$ cat config.mk
export PLATFORM = sky130hd
export DESIGN_NAME = unidade_controle_rodadas
export DESIGN_NICKNAME = d
export VERILOG_FILES = /design/src/rtl/unidade_controle_rodadas_pkg.sv /design/src/rtl/unidade_controle_rodadas_contador_timeout.sv /design/src/rtl/unidade_controle_rodadas.sv
export SDC_FILE = /design/constraint.sdc
export NUM_CORES = 1
export LEC_CHECK = 0
export ABC_AREA = 1
export CAP_MARGIN = 5
export CORE_AREA = 2 2 59 61
export CTS_BUF_LIST = sky130_fd_sc_hd__clkbuf_8
export DETAILED_ROUTE_END_ITERATION = 16
export DIE_AREA = 0 0 61 63
export DONT_BUFFER_PORTS = 1
export PLACE_DENSITY = 0.56
export SYNTH_ARGS = -nofsm -noshare
export SYNTH_HDL_FRONTEND = slang
export SYNTH_SLANG_ARGS = --single-unit
export TNS_END_PERCENT = 50
$ cat constraint.sdc
create_clock -name clock -period 3.41 [get_ports clock]
set_input_delay 0.682 -clock clock [delete_from_list [all_inputs] [get_ports clock]]
set_output_delay 0.682 -clock clock [all_outputs]
set_load 0.01 [all_outputs]
$ cat src/rtl/unidade_controle_rodadas_pkg.sv
// State codes for the memory-game round sequencer, shared by the FSM and its debug decoder.
// The codes double as the 7-segment debug value, so they are fixed 4-bit constants.
package unidade_controle_rodadas_pkg;

  localparam logic [3:0] ST_INICIAL        = 4'h0;
  localparam logic [3:0] ST_PREPARACAO     = 4'h1;
  localparam logic [3:0] ST_INICIA_RODADA  = 4'h2;
  localparam logic [3:0] ST_ESPERA         = 4'h3;
  localparam logic [3:0] ST_REGISTRA       = 4'h4;
  localparam logic [3:0] ST_COMPARA        = 4'h5;
  localparam logic [3:0] ST_PROXIMA_JOGADA = 4'h6;
  localparam logic [3:0] ST_PROXIMA_RODADA = 4'h8;
  localparam logic [3:0] ST_FINAL_ACERTO   = 4'hA;
  localparam logic [3:0] ST_FINAL_TIMEOUT  = 4'hD;
  localparam logic [3:0] ST_FINAL_ERRO     = 4'hE;
  localparam logic [3:0] ST_INVALIDO       = 4'hF;

  function automatic logic estado_valido(input logic [3:0] estado);
    case (estado)
      ST_INICIAL, ST_PREPARACAO, ST_INICIA_RODADA, ST_ESPERA,
      ST_REGISTRA, ST_COMPARA, ST_PROXIMA_JOGADA, ST_PROXIMA_RODADA,
      ST_FINAL_ACERTO, ST_FINAL_TIMEOUT, ST_FINAL_ERRO: estado_valido = 1'b1;
      default:                                          estado_valido = 1'b0;
    endcase
  endfunction

endpackage

$ cat src/rtl/unidade_controle_rodadas_contador_timeout.sv
// Per-play response timer: clears on zera, counts on conta, saturates at all-ones.
// tmo flags the last allowed cycle so the FSM leaves espera exactly TIMEOUT_CICLOS clocks after entry.
module contador_timeout #(
  parameter int TIMEOUT_CICLOS = 5000,
  parameter int W_TIMER        = 13
) (
  input  logic clock,
  input  logic reset_n,
  input  logic zera,
  input  logic conta,
  output logic tmo
);

  localparam logic [W_TIMER-1:0] LIMITE = W_TIMER'(TIMEOUT_CICLOS - 1);
  localparam logic [W_TIMER-1:0] MAXIMO = '1;

  logic [W_TIMER-1:0] timer_q, timer_d;

  always_comb begin
    timer_d = timer_q;
    if (zera)
      timer_d = '0;
    else if (conta && (timer_q != MAXIMO))
      timer_d = timer_q + W_TIMER'(1);
  end

  always_ff @(posedge clock or negedge reset_n) begin
    if (!reset_n)
      timer_q <= '0;
    else
      timer_q <= timer_d;
  end

  assign tmo = conta && (timer_q == LIMITE);

endmodule

$ cat src/rtl/unidade_controle_rodadas.sv
// Moore FSM sequencing the memory game over progressive rounds with a per-play timeout.
// Outputs depend on the current state only; a play pulse reaches compara two clocks later.
module unidade_controle_rodadas
  import unidade_controle_rodadas_pkg::*;
#(
  parameter int TIMEOUT_CICLOS = 5000,
  parameter int W_TIMER        = 13
) (
  input  logic       clock,
  input  logic       reset_n,
  input  logic       iniciar,
  input  logic       jogada,
  input  logic       igual,
  input  logic       fimE,
  input  logic       fimL,
  output logic       zeraE,
  output logic       contaE,
  output logic       zeraL,
  output logic       contaL,
  output logic       zeraR,
  output logic       registraR,
  output logic       acertou,
  output logic       errou,
  output logic       timeout,
  output logic       pronto,
  output logic [3:0] db_estado
);

  logic [3:0] estado_q, estado_d;
  logic       em_espera;
  logic       tmo;

  assign em_espera = (estado_q == ST_ESPERA);

  contador_timeout #(
    .TIMEOUT_CICLOS(TIMEOUT_CICLOS),
    .W_TIMER       (W_TIMER)
  ) u_timer (
    .clock  (clock),
    .reset_n(reset_n),
    .zera   (!em_espera),
    .conta  (em_espera),
    .tmo    (tmo)
  );

  always_ff @(posedge clock or negedge reset_n) begin
    if (!reset_n)
      estado_q <= ST_INICIAL;
    else
      estado_q <= estado_d;
  end

  always_comb begin
    estado_d = ST_INICIAL;
    case (estado_q)
      ST_INICIAL:        estado_d = iniciar ? ST_PREPARACAO : ST_INICIAL;
      ST_PREPARACAO:     estado_d = ST_INICIA_RODADA;
      ST_INICIA_RODADA:  estado_d = ST_ESPERA;
      // A play arriving on the timeout cycle still counts.
      ST_ESPERA:         estado_d = jogada ? ST_REGISTRA :
                                    (tmo ? ST_FINAL_TIMEOUT : ST_ESPERA);
      ST_REGISTRA:       estado_d = ST_COMPARA;
      ST_COMPARA: begin
        if (!igual)      estado_d = ST_FINAL_ERRO;
        else if (!fimE)  estado_d = ST_PROXIMA_JOGADA;
        else if (!fimL)  estado_d = ST_PROXIMA_RODADA;
        else             estado_d = ST_FINAL_ACERTO;
      end
      ST_PROXIMA_JOGADA: estado_d = ST_ESPERA;
      ST_PROXIMA_RODADA: estado_d = ST_INICIA_RODADA;
      ST_FINAL_ACERTO,
      ST_FINAL_ERRO,
      ST_FINAL_TIMEOUT:  estado_d = iniciar ? ST_PREPARACAO : estado_q;
      default:           estado_d = ST_INICIAL;
    endcase
  end

  always_comb begin
    zeraE     = 1'b0;
    contaE    = 1'b0;
    zeraL     = 1'b0;
    contaL    = 1'b0;
    zeraR     = 1'b0;
    registraR = 1'b0;
    acertou   = 1'b0;
    errou     = 1'b0;
    timeout   = 1'b0;
    pronto    = 1'b0;
    case (estado_q)
      ST_INICIAL, ST_PREPARACAO: begin
        zeraE = 1'b1;
        zeraL = 1'b1;
        zeraR = 1'b1;
      end
      ST_INICIA_RODADA:  zeraE     = 1'b1;
      ST_REGISTRA:       registraR = 1'b1;
      ST_PROXIMA_JOGADA: contaE    = 1'b1;
      ST_PROXIMA_RODADA: contaL    = 1'b1;
      ST_FINAL_ACERTO: begin
        acertou = 1'b1;
        pronto  = 1'b1;
      end
      ST_FINAL_ERRO: begin
        errou  = 1'b1;
        pronto = 1'b1;
      end
      ST_FINAL_TIMEOUT: begin
        errou   = 1'b1;
        timeout = 1'b1;
        pronto  = 1'b1;
      end
      default: ;
    endcase
  end

  assign db_estado = estado_valido(estado_q) ? estado_q : ST_INVALIDO;

endmodule

# After elaboration in Yosys (flattened, before gate mapping)
# Memories as Yosys holds them, arrays and structs flattened.
# Cells that the tools add are included.
[totals]
regBits = 17
romBits = 16
in_bits = 7
n_memories = 1
[mem_list]
columns = ["name", "depth", "word_bits", "read_ports", "rd_ports_with_merged_regs", "wr", "line", "text"]
rows = [
  ["(name not given)", 16, 1, 1, 0, 0, "unidade_controle_rodadas_pkg.sv:19", "case (estado)"],
]
[op_classes]
addsub = 1
n_eq_ne = 14
n_mux = 20
n_reduce_logical = 9
[ops]
columns = ["op", "n"]
rows = [
  ["one-hot mux 4 bit (7 select lines)", 1],
  ["two-way mux 13 bit", 2],
  ["two-way mux 4 bit", 6],
  ["equality test 4 bit (second input constant)", 4],
  ["adder 13 x 1 -> 13 bit (second input constant)", 1],
  ["equality test 13 bit (second input constant)", 1],
  ["inequality test 13 bit (second input constant)", 1],
  ["equality test 4 x 3 -> 1 bit (second input constant)", 3],
  ["two-way mux 1 bit", 10],
  ["equality test 4 x 2 -> 1 bit (second input constant)", 2],
  ["OR reduction 2 bit", 4],
  ["OR reduction 3 bit", 2],
  ["equality test 4 x 1 -> 1 bit (second input constant)", 1],
  ["zero test 4 bit", 1],
  ["logical AND 1 bit", 2],
  ["two-way mux 2 bit", 1],
  ["inequality test 2 x 1 -> 1 bit (second input constant)", 1],
  ["inequality test 2 bit (second input constant)", 1],
]

# Logic depth before layout (Yosys ltp)
# Gate-level depths: netlist of run 1.
[logic_depth]
ltp_word = 5
depth_mapped = 9
ltp_nobuf = 9

# By module
# Synthesis of run 1 repeated with hierarchy kept, for this count alone.
[unflattened]
hier_cells = 203
hier_area_um2 = 1352.5
[modules_own_cells]
columns = ["mod", "instances", "cells_each", "area_per_inst_um2"]
rows = [
  ["contador_timeout", 1, 125, 858.3],
  ["unidade_controle_rodadas", 1, 78, 494.2],
]

# Least setup slack after synthesis of run 1
# No wires, ideal clock.
[synth_timing]
kind = "register to output"
start = "register estado_q[0]"
end = "output db_estado[1]"
t_arrival_ps = 1246
setup_slack_ps = 1482
stages_incl_launch_ff = 8
path_cell_list = "dfrtp_1 -> inv_1 -> ha_1 -> o21ai_0 -> nand2_1 -> nand2_1 -> nand2_1 -> nand2_1"
[synth_between]
elab_chain_cells = 2
[synth_lines]
columns = ["item", "line", "text"]
rows = [
  ["start: declaration", "unidade_controle_rodadas.sv:29", "logic [3:0] estado_q, estado_d;"],
  ["start signal: assignment", "unidade_controle_rodadas.sv:50", "estado_q <= estado_d;"],
  ["memory (16 x 1 bit)", "n/a", ""],
  ["two-way mux 4 bit", "unidade_controle_rodadas.sv:116", "assign db_estado = estado_valido(estado_q) ? estado_q : ST_INVALIDO;"],
  ["end: declaration", "unidade_controle_rodadas.sv:26", "output logic [3:0] db_estado"],
]
# Every way passes these cells.

# Worst setup path in the final report of run 1
[layout_timing]
start = "register estado_q[0]"
end = "output db_estado[2]"
# Same word-level chain as after synthesis.

==> metrics.md, run 1 <==
| Metric | Value |
|---|---|
| Sum of negative setup slack | 0 ns |
| Wire length reported by the detailed router | 2800 µm |
| Routed length on met1 | 1300 µm |
| Hold_buf cts | 0 |
| Most common library cell in the layout ignoring fill and taps | sky130_fd_sc_hd__nand2_1 |
| Net count of the finished layout | 204 |
| Total power density per cell area | 566 nW/µm² |
| Vias in the first global route | 1,145 |
| Critical-path maximum fanout | 4 |
| Max-slew violations | 0 |
| Detailed placer's ending HPWL | 2170 µm |
| Count of antenna diodes in the layout | 0 |
| Maxcap violations | 0 |
| Overall power | 742 µW |
| CTS Buf Count | 3 |
| Internal power summed over all cells | 400 µW |
| Synthesized instance count | 189 |
| Uppermost layer routed | met4 |
| Cell Area, Synth | 1230 µm² |
| Final setup violation count | 0 |
| Overall die area | 3840 µm² |
| Largest stage delay on the critical path | 0.40 ns |
| GRT Resource Usage Total | 17.3% |
| Total met2 wirelength after detailed routing | 1300 µm |
| Leading post-synthesis cells by cell area | sky130_fd_sc_hd__dfrtp_1 34%, sky130_fd_sc_hd__nand2_1 19%, sky130_fd_sc_hd__nand3_1 9.3% |
| Nets in the synthesized netlist | 202 |
| Proportion of layout cells with a drive suffix above 1 | 6.32% |
| Via count of the routed design | 1,174 |
| Number of gates given a new drive strength after cts | 0 |
| Post-synth cell types | 24 |
| Effective utilization at floorplan | 38.2% |
| Overall die height | 63 µm |
| Critical path endpoint category | primary output |
| Core Area | 3230 µm² |
| Number of setup buffers added after CTS | 0 |
| Post-Synthesis Mean Instance Area | 6.53 µm² |
| Critical Path Source Type | flop |
| Clock slew at the register clock pins of the worst setup and hold paths | 0.07 ns |
| Max Clk Rate | 0.433 GHz |
| Top cell type by total area after synthesis | sky130_fd_sc_hd__dfrtp_1 |
| Global-route wire length before repair | 5040 µm |
| Switching part of the total | 46.1% |
| Worst-Margin Slew | 0.449 ns |
| Maximum resistive drop on vdd | 0.350 mV |
| Chip width | 61 µm |
| Category of the critical setup timing path | flop to primary output |
| CTS tree | yes |
| Final worst clock skew | 0.00532 ns |
| Count of buffers from port buffering | 0 |
| Most frequent cells in the layout | 64 x sky130_fd_sc_hd__nand2_1, 28 x sky130_fd_sc_hd__inv_1, 23 x sky130_fd_sc_hd__nand3_1, 18 x sky130_fd_sc_hd__nor2_1, 17 x sky130_fd_sc_hd__dfrtp_1 |
| Static leakage | 0.000709 µW |
| Worst min-delay path class | input port to async pin |
| Chain of cells forming the critical path | inv_1 > ha_1 > o21ai_0 > nand2_1 > nand2_1 > nand2_1 > nand2_1 |
| Routability congestion estimate | 0.833 |
| Buffer depth of the longest clock path | 2 |
| Sinks on the clock net | 17 |
| Proportion of netlist area held by the largest area contributor | 34.4% |
| Area growth from synthesis to final layout | 6.18% |
| Fraction of the yosys area taken by sequential cells | 34.4% |
| Buffer cell driving the clock tree root | sky130_fd_sc_hd__clkbuf_8 |
| Mean number of vias per cell | 4.97 |
| Number of top-level design ports | 21 |
| Required time of the critical path | 2.73 ns |
| Average wire per standard cell | 11.9 µm |
| Clock network fraction of design power | 20.0% |
| Yosys Warn Count | 0 |
| Violation count after the first detailed-route iteration | 42 |
| Most frequent CP cell | sky130_fd_sc_hd__nand2_1 |
| CP arrival | 1.63 ns |
| Max transition margin | 69.8% |
| Switching power of the nets | 342 µW |
| Drt first pass iters | 4 |
| Outcome | completed |
| Number of hold violations in the final report | 0 |
| Met3 WL post-DR | 147 µm |
| H-tree depth | 1 |
| Rows | 21 |
| Final critical path time including I/O delays and setup | 2.31 ns |
| Antenna violations before repair | 0 |
| Maximum number of pins on one net before global-route repair | 18 |
| Count of nets left with antenna violations after detail routing | 0 |
| Total grt overflow | 0 |
| Unrepaired setup endpoints after global routing | false |
| Sequential fraction of design power | 36.4% |
| Combinational group share of total power | 43.6% |
| Slowest stage cell on the critical path | sky130_fd_sc_hd__dfrtp_1 |
| Count of state elements after synthesis | 17 |
| Worst skew pair latency | 0.26 ns |
| Fillcell total | 363 |
| DRC violations left | 0 |
| Period Utilization, post-route | 67.7% |
==> power groups by stage <==
stage	combinational, µW	clock (µW)	sequential [µW]
detailed placement	326	0	273
global route	381	167	277
global placement	320	0	272
floorplan	286	0	263
finish	323	148	271
CTS	328	155	269
==> path summary, 6_finish.rpt <==
kind / startpoint / endpoint / slack (ns) / cells past startpoint
min: reset_n / u_timer.timer_q[7]$_DFFE_PN0P_ / 0.11 / 0
max in group asynchronous: reset_n / u_timer.timer_q[12]$_DFFE_PN0P_ / 3.22 / 0
min reg2reg: u_timer.timer_q[12]$_DFFE_PN0P_ / u_timer.timer_q[12]$_DFFE_PN0P_ / 0.54 / 2
max reg2reg: u_timer.timer_q[0]$_DFFE_PN0P_ / u_timer.timer_q[1]$_DFFE_PN0P_ / 1.69 / 7
min in group clock: u_timer.timer_q[12]$_DFFE_PN0P_ / u_timer.timer_q[12]$_DFFE_PN0P_ / 0.54 / 2
max: estado_q[0]$_DFFE_PN0P_ / db_estado[2] / 1.10 / 7
==> metrics by stage <==
stage	area (µm²)	util [%]	hold WS (ns)	std cells	worst slack (ns)
global route	1310	40.6	0.0954	236	0.876
global placement	1270	39.2	0.387	232	1.43
CTS	1310	40.6	0.107	236	1.09
detailed placement	1270	39.2	0.387	232	1.37
floorplan	1230	-	0.386	189	1.48
finish	1310	40.6	0.113	236	1.10
==> Yosys cell counts <==
library cell and count:
sky130_fd_sc_hd__a31oi_1 1, sky130_fd_sc_hd__a21oi_1 4, sky130_fd_sc_hd__inv_1 27, sky130_fd_sc_hd__nand3b_1 1, sky130_fd_sc_hd__o21ai_0 6, sky130_fd_sc_hd__o21ai_2 2
sky130_fd_sc_hd__o21bai_1 1, sky130_fd_sc_hd__nand4_1 3, sky130_fd_sc_hd__inv_2 2, sky130_fd_sc_hd__buf_6 1, sky130_fd_sc_hd__buf_4 2, sky130_fd_sc_hd__nor2_2 1
sky130_fd_sc_hd__ha_1 6, sky130_fd_sc_hd__clkinv_2 1, sky130_fd_sc_hd__nand2_2 1, sky130_fd_sc_hd__nand3_1 23, sky130_fd_sc_hd__nand3_2 1, sky130_fd_sc_hd__nor2_1 18
sky130_fd_sc_hd__dfrtp_1 17, sky130_fd_sc_hd__o21ai_1 2, sky130_fd_sc_hd__nand2_1 64, sky130_fd_sc_hd__or2_2 1, sky130_fd_sc_hd__nor3_1 2, sky130_fd_sc_hd__o211ai_1 2
==> flip-flops by register name, summed over array words and instances, names as in the netlist <==
name and flops:
estado_q 4, u_timer.timer_q 13
==> area by class of cell <==
type / instances / area (µm²) / area share, %
multi-input combinational: 139 / 669 / 51.0
sequential: 17 / 425 / 32.4
inverter: 30 / 114 / 8.68
tap: 46 / 57.6 / 4.39
clock buffer: 3 / 41.3 / 3.15
clock inverter: 1 / 3.75 / 0.286
==> cells by family after synthesis <==
group	count (synthesis)	share of synthesized area, %
DFF	17	34.4
buffers and inverters	33	11.3
AOI/OAI and AO/OA	18	8.61
adders and majority gates	6	6.08
and+or+nand+nor	115	39.5
==> worst max-delay path: cells and delay by family, from the launching register on <==
family | cells | cell delay, ns
AO/OA/AOI/OAI | 1 | 0.16
buffers and inverters | 1 | 0.10
adder cells (fa/ha/maj) | 1 | 0.29
flip-flops | 1 | 0.40
AND/OR/NAND/NOR | 4 | 0.44
==> per-layer routing <==
layer  GRT usage, %  up-vias
li1               -      597
met5              0        -
met2           26.1       34
met1           23.2      539
met3           4.55        4
met4           6.79        0
No activity file was read; power rests on OpenSTA's default activity.
==> run 2: changes to the inputs <==
Settings changed: PLACE_DENSITY 0.56 to 0.58.
Clock period 3.41 ns to 2.1 ns, I/O delays scaled along.
==> run 2 against run 1 <==
Effect of this change:
- worst setup slack worse by 0.95 ns
- largest power group unchanged
- cell count is 2.1% higher
- largest cell class unchanged
- non-clock buffer count is 5 higher
- sequential power is 61% higher
==> metrics.md, run 2 (synthesis results as in run 1) <==
| Metric | Value |
|---|---|
| Outcome | completed |
| Mean number of vias per cell | 4.99 (+0.26%) |
| Final worst clock skew | 0.00210 ns (-0.00321 ns) |
| Largest stage delay on the critical path | 0.41 ns (about the same) |
| Total grt overflow | 0 (unchanged) |
| Count of nets left with antenna violations after detail routing | 0 (unchanged) |
| Unrepaired setup endpoints after global routing | false |
| Vias in the first global route | 1,111 (-3.0%) |
| Critical path endpoint category | primary output |
| Chain of cells forming the critical path | inv_2 > ha_1 > o21ai_1 > nand2_1 > nand2_2 > nand2_1 > nand2_1 |
| Worst hold-check slack | 0.343 ns (+0.230 ns) |
| Maximum resistive drop on vdd | 0.581 mV (+66%) |
| Top Usage Layer GRT | met2 |
| Most frequent cells in the layout | 63 x sky130_fd_sc_hd__nand2_1, 26 x sky130_fd_sc_hd__inv_1, 23 x sky130_fd_sc_hd__nand3_1, 18 x sky130_fd_sc_hd__nor2_1, 17 x sky130_fd_sc_hd__dfrtp_1 |
| Static leakage | 0.000726 µW (+2.5%) |
| Maxcap violations | 0 (unchanged) |
| Required time of the critical path | 1.68 ns (-1.05 ns) |
| Instance count on the critical path | 7 (unchanged) |
| Largest registers | u_timer.timer_q: 13 flops, estado_q: 4 flops |
| Worst-Margin Slew | 0.763 ns (+0.314 ns) |
| Count of buffering cells on the critical path with inverters included | 1 (unchanged) |
| Met2 Resource Use GR | 25.3% (-0.81 points) |
| Number of flip-flops under the largest register name | 13 (unchanged) |
| Count of antenna diodes in the layout | 0 (unchanged) |
| Drt first pass iters | 4 (unchanged) |
| CP arrival | 1.53 ns (-0.10 ns) |
| Overall die area | 3840 µm² (unchanged) |
| Overall die height | 63 µm (unchanged) |
| Buffer depth of the longest clock path | 2 (unchanged) |
| Register with the most flip-flops | u_timer.timer_q |
| Most frequent CP cell | sky130_fd_sc_hd__nand2_1 |
| Proportion of layout cells with a drive suffix above 1 | 9.74% (+3.4 points) |
| GRT Resource Usage Total | 15.6% (-1.7 points) |
| Period Utilization, post-route | 92.9% |
| Max transition margin | 48.9% (-21 points) |
| CTS tree | yes |
| Effective utilization at floorplan | 38.2% (unchanged) |
| Total power density per cell area | 945 nW/µm² (+67%) |
| Critical-path maximum fanout | 4 (unchanged) |
| Buffer cell driving the clock tree root | sky130_fd_sc_hd__clkbuf_8 |
| Worst hold stages | 2 |
| Max-slew violations | 0 (unchanged) |
| Area growth from synthesis to final layout | 9.93% |
| Via count of the routed design | 1,202 (+2.4%) |
| Category of the critical setup timing path | flop to primary output |
| Net count of the finished layout | 209 (+2.5%) |
| Clock slew at the register clock pins of the worst setup and hold paths | 0.07 ns (about the same) |
| Rows | 21 (unchanged) |
| Violation count after the first detailed-route iteration | 57 (+36%) |
| Fillcell total | 344 (-5.2%) |
| Wire length reported by the detailed router | 2660 µm (-4.9%) |
| Depth of the worst register-to-register path | 7 (unchanged) |
| Detailed placer's ending HPWL | 2060 µm (-5.2%) |
| Sinks on the clock net | 17 (unchanged) |
| Global-route wire length before repair | 4740 µm (-5.9%) |
| Antenna violations before repair | 0 (unchanged) |
| Chip width | 61 µm (unchanged) |
| Final critical path time including I/O delays and setup | 1.95 ns |
| CTS Buf Count | 3 (unchanged) |
| Final setup violation count | 0 (unchanged) |
| Core Area | 3230 µm² (unchanged) |
| DRC violations left | 0 (unchanged) |
| H-tree depth | 1 (unchanged) |
| Number of top-level design ports | 21 (unchanged) |
| Max Clk Rate | 0.513 GHz |
| Number of hold violations in the final report | 0 (unchanged) |
| CP top delay family | flip-flops |
| Critical Path Source Type | flop |
| Maximum number of pins on one net before global-route repair | 18 (unchanged) |
| Met3 track demand over resource in global routing | 3.93% (-0.62 points) |
| Most common library cell in the layout ignoring fill and taps | sky130_fd_sc_hd__nand2_1 |
| Routability congestion estimate | 0.841 (+0.90%) |
| Count of buffers from port buffering | 0 (unchanged) |
| Average wire per standard cell | 11.0 µm (-6.9%) |
| Worst min-delay path class | input port to flop |
| Slowest stage cell on the critical path | sky130_fd_sc_hd__dfrtp_1 |
| Worst skew pair latency | 0.25 ns (about the same) |
| Sum of negative setup slack | 0 ns (unchanged) |
| Global Route met1 Usage | 21.2% (-2.0 points) |
-- run 2: cell count changes in the layout (fill, tap and decap cells not counted) --
cell,before,now
sky130_fd_sc_hd__buf_4,0,4
sky130_fd_sc_hd__inv_1,28,26
sky130_fd_sc_hd__clkinvlp_4,0,1
sky130_fd_sc_hd__dlygate4sd3_1,0,1
sky130_fd_sc_hd__inv_2,2,3
sky130_fd_sc_hd__nand2_1,64,63
sky130_fd_sc_hd__nand2_2,1,2
sky130_fd_sc_hd__o21ai_0,6,5
sky130_fd_sc_hd__o21ai_1,2,3
-- run 2: final cells by class --
class	count	area, µm²	area share, %
clock inverter	1	7.51	0.553
timing repair buffer	5	40.0	2.95
inverter	30	114	8.39
clock buffer	3	41.3	3.04
tap	46	57.6	4.24
sequential	17	425	31.3
multi-input combinational	139	672	49.5
-- run 2: path summary, 6_finish.rpt --
kind	start	end	slack [ns]
hold / removal	fimE	estado_q[3]$_DFFE_PN0P_	0.34
hold reg to reg	u_timer.timer_q[12]$_DFFE_PN0P_	u_timer.timer_q[12]$_DFFE_PN0P_	0.55
min in group asynchronous	reset_n	u_timer.timer_q[10]$_DFFE_PN0P_	0.68
max in group asynchronous	reset_n	u_timer.timer_q[11]$_DFFE_PN0P_	0.95
setup / recovery	estado_q[0]$_DFFE_PN0P_	db_estado[2]	0.15
setup reg to reg	u_timer.timer_q[0]$_DFFE_PN0P_	u_timer.timer_q[1]$_DFFE_PN0P_	0.43
-- run 2: metal layers --
layer	wire, µm	up-vias
met5	0	-
met4	0	0
met3	110	0
met2	1290	28
met1	1260	560
li1	-	614
-- run 2: what timing repair did --
item,4_1_cts,5_1_grt
endpoints found under the setup margin,0,3
resized for setup,0,3
hold buffers,1,0
hold endpoints to repair,17,0
setup buffers,0,4
-- run 2: per-stage QoR --
stage,power [µW],instance area [µm²],worst slack [ns],std cells,util (%)
floorplan,890,1230,0.434,189,-
global placement,956,1270,0.385,232,39.2
detailed placement,965,1270,0.315,232,39.2
CTS,1230,1330,0.0289,237,41.0
global route,1410,1360,0.0109,241,42.0
finish,1280,1360,0.150,241,42.0
-- run 2: worst reg2reg max path: stages, from the launching register on --
cell	delay, ns
sky130_fd_sc_hd__dfrtp_1	0.41
sky130_fd_sc_hd__ha_1	0.32
sky130_fd_sc_hd__nand2_2	0.11
sky130_fd_sc_hd__nor2_1	0.11
sky130_fd_sc_hd__nand2_1	0.10
sky130_fd_sc_hd__clkinv_2	0.08
sky130_fd_sc_hd__nand3_2	0.22
sky130_fd_sc_hd__o21ai_0	0.24
-- run 2: power breakdown --
part / total [µW] / internal, µW / leakage (µW) / switching [µW]
Sequential: 436 / 374 / 0.000232 / 62.0
Clock: 253 / 134 / 0.0000217 / 119
Combinational: 595 / 196 / 0.000473 / 399
Total: 1280 / 703 / 0.000726 / 580
==> run 3: changes to the inputs <==
Settings changed: TNS_END_PERCENT 50 to 20.
==> results of run 3 <==
The final DEF is identical to that of run 2; final timing and power are the same.
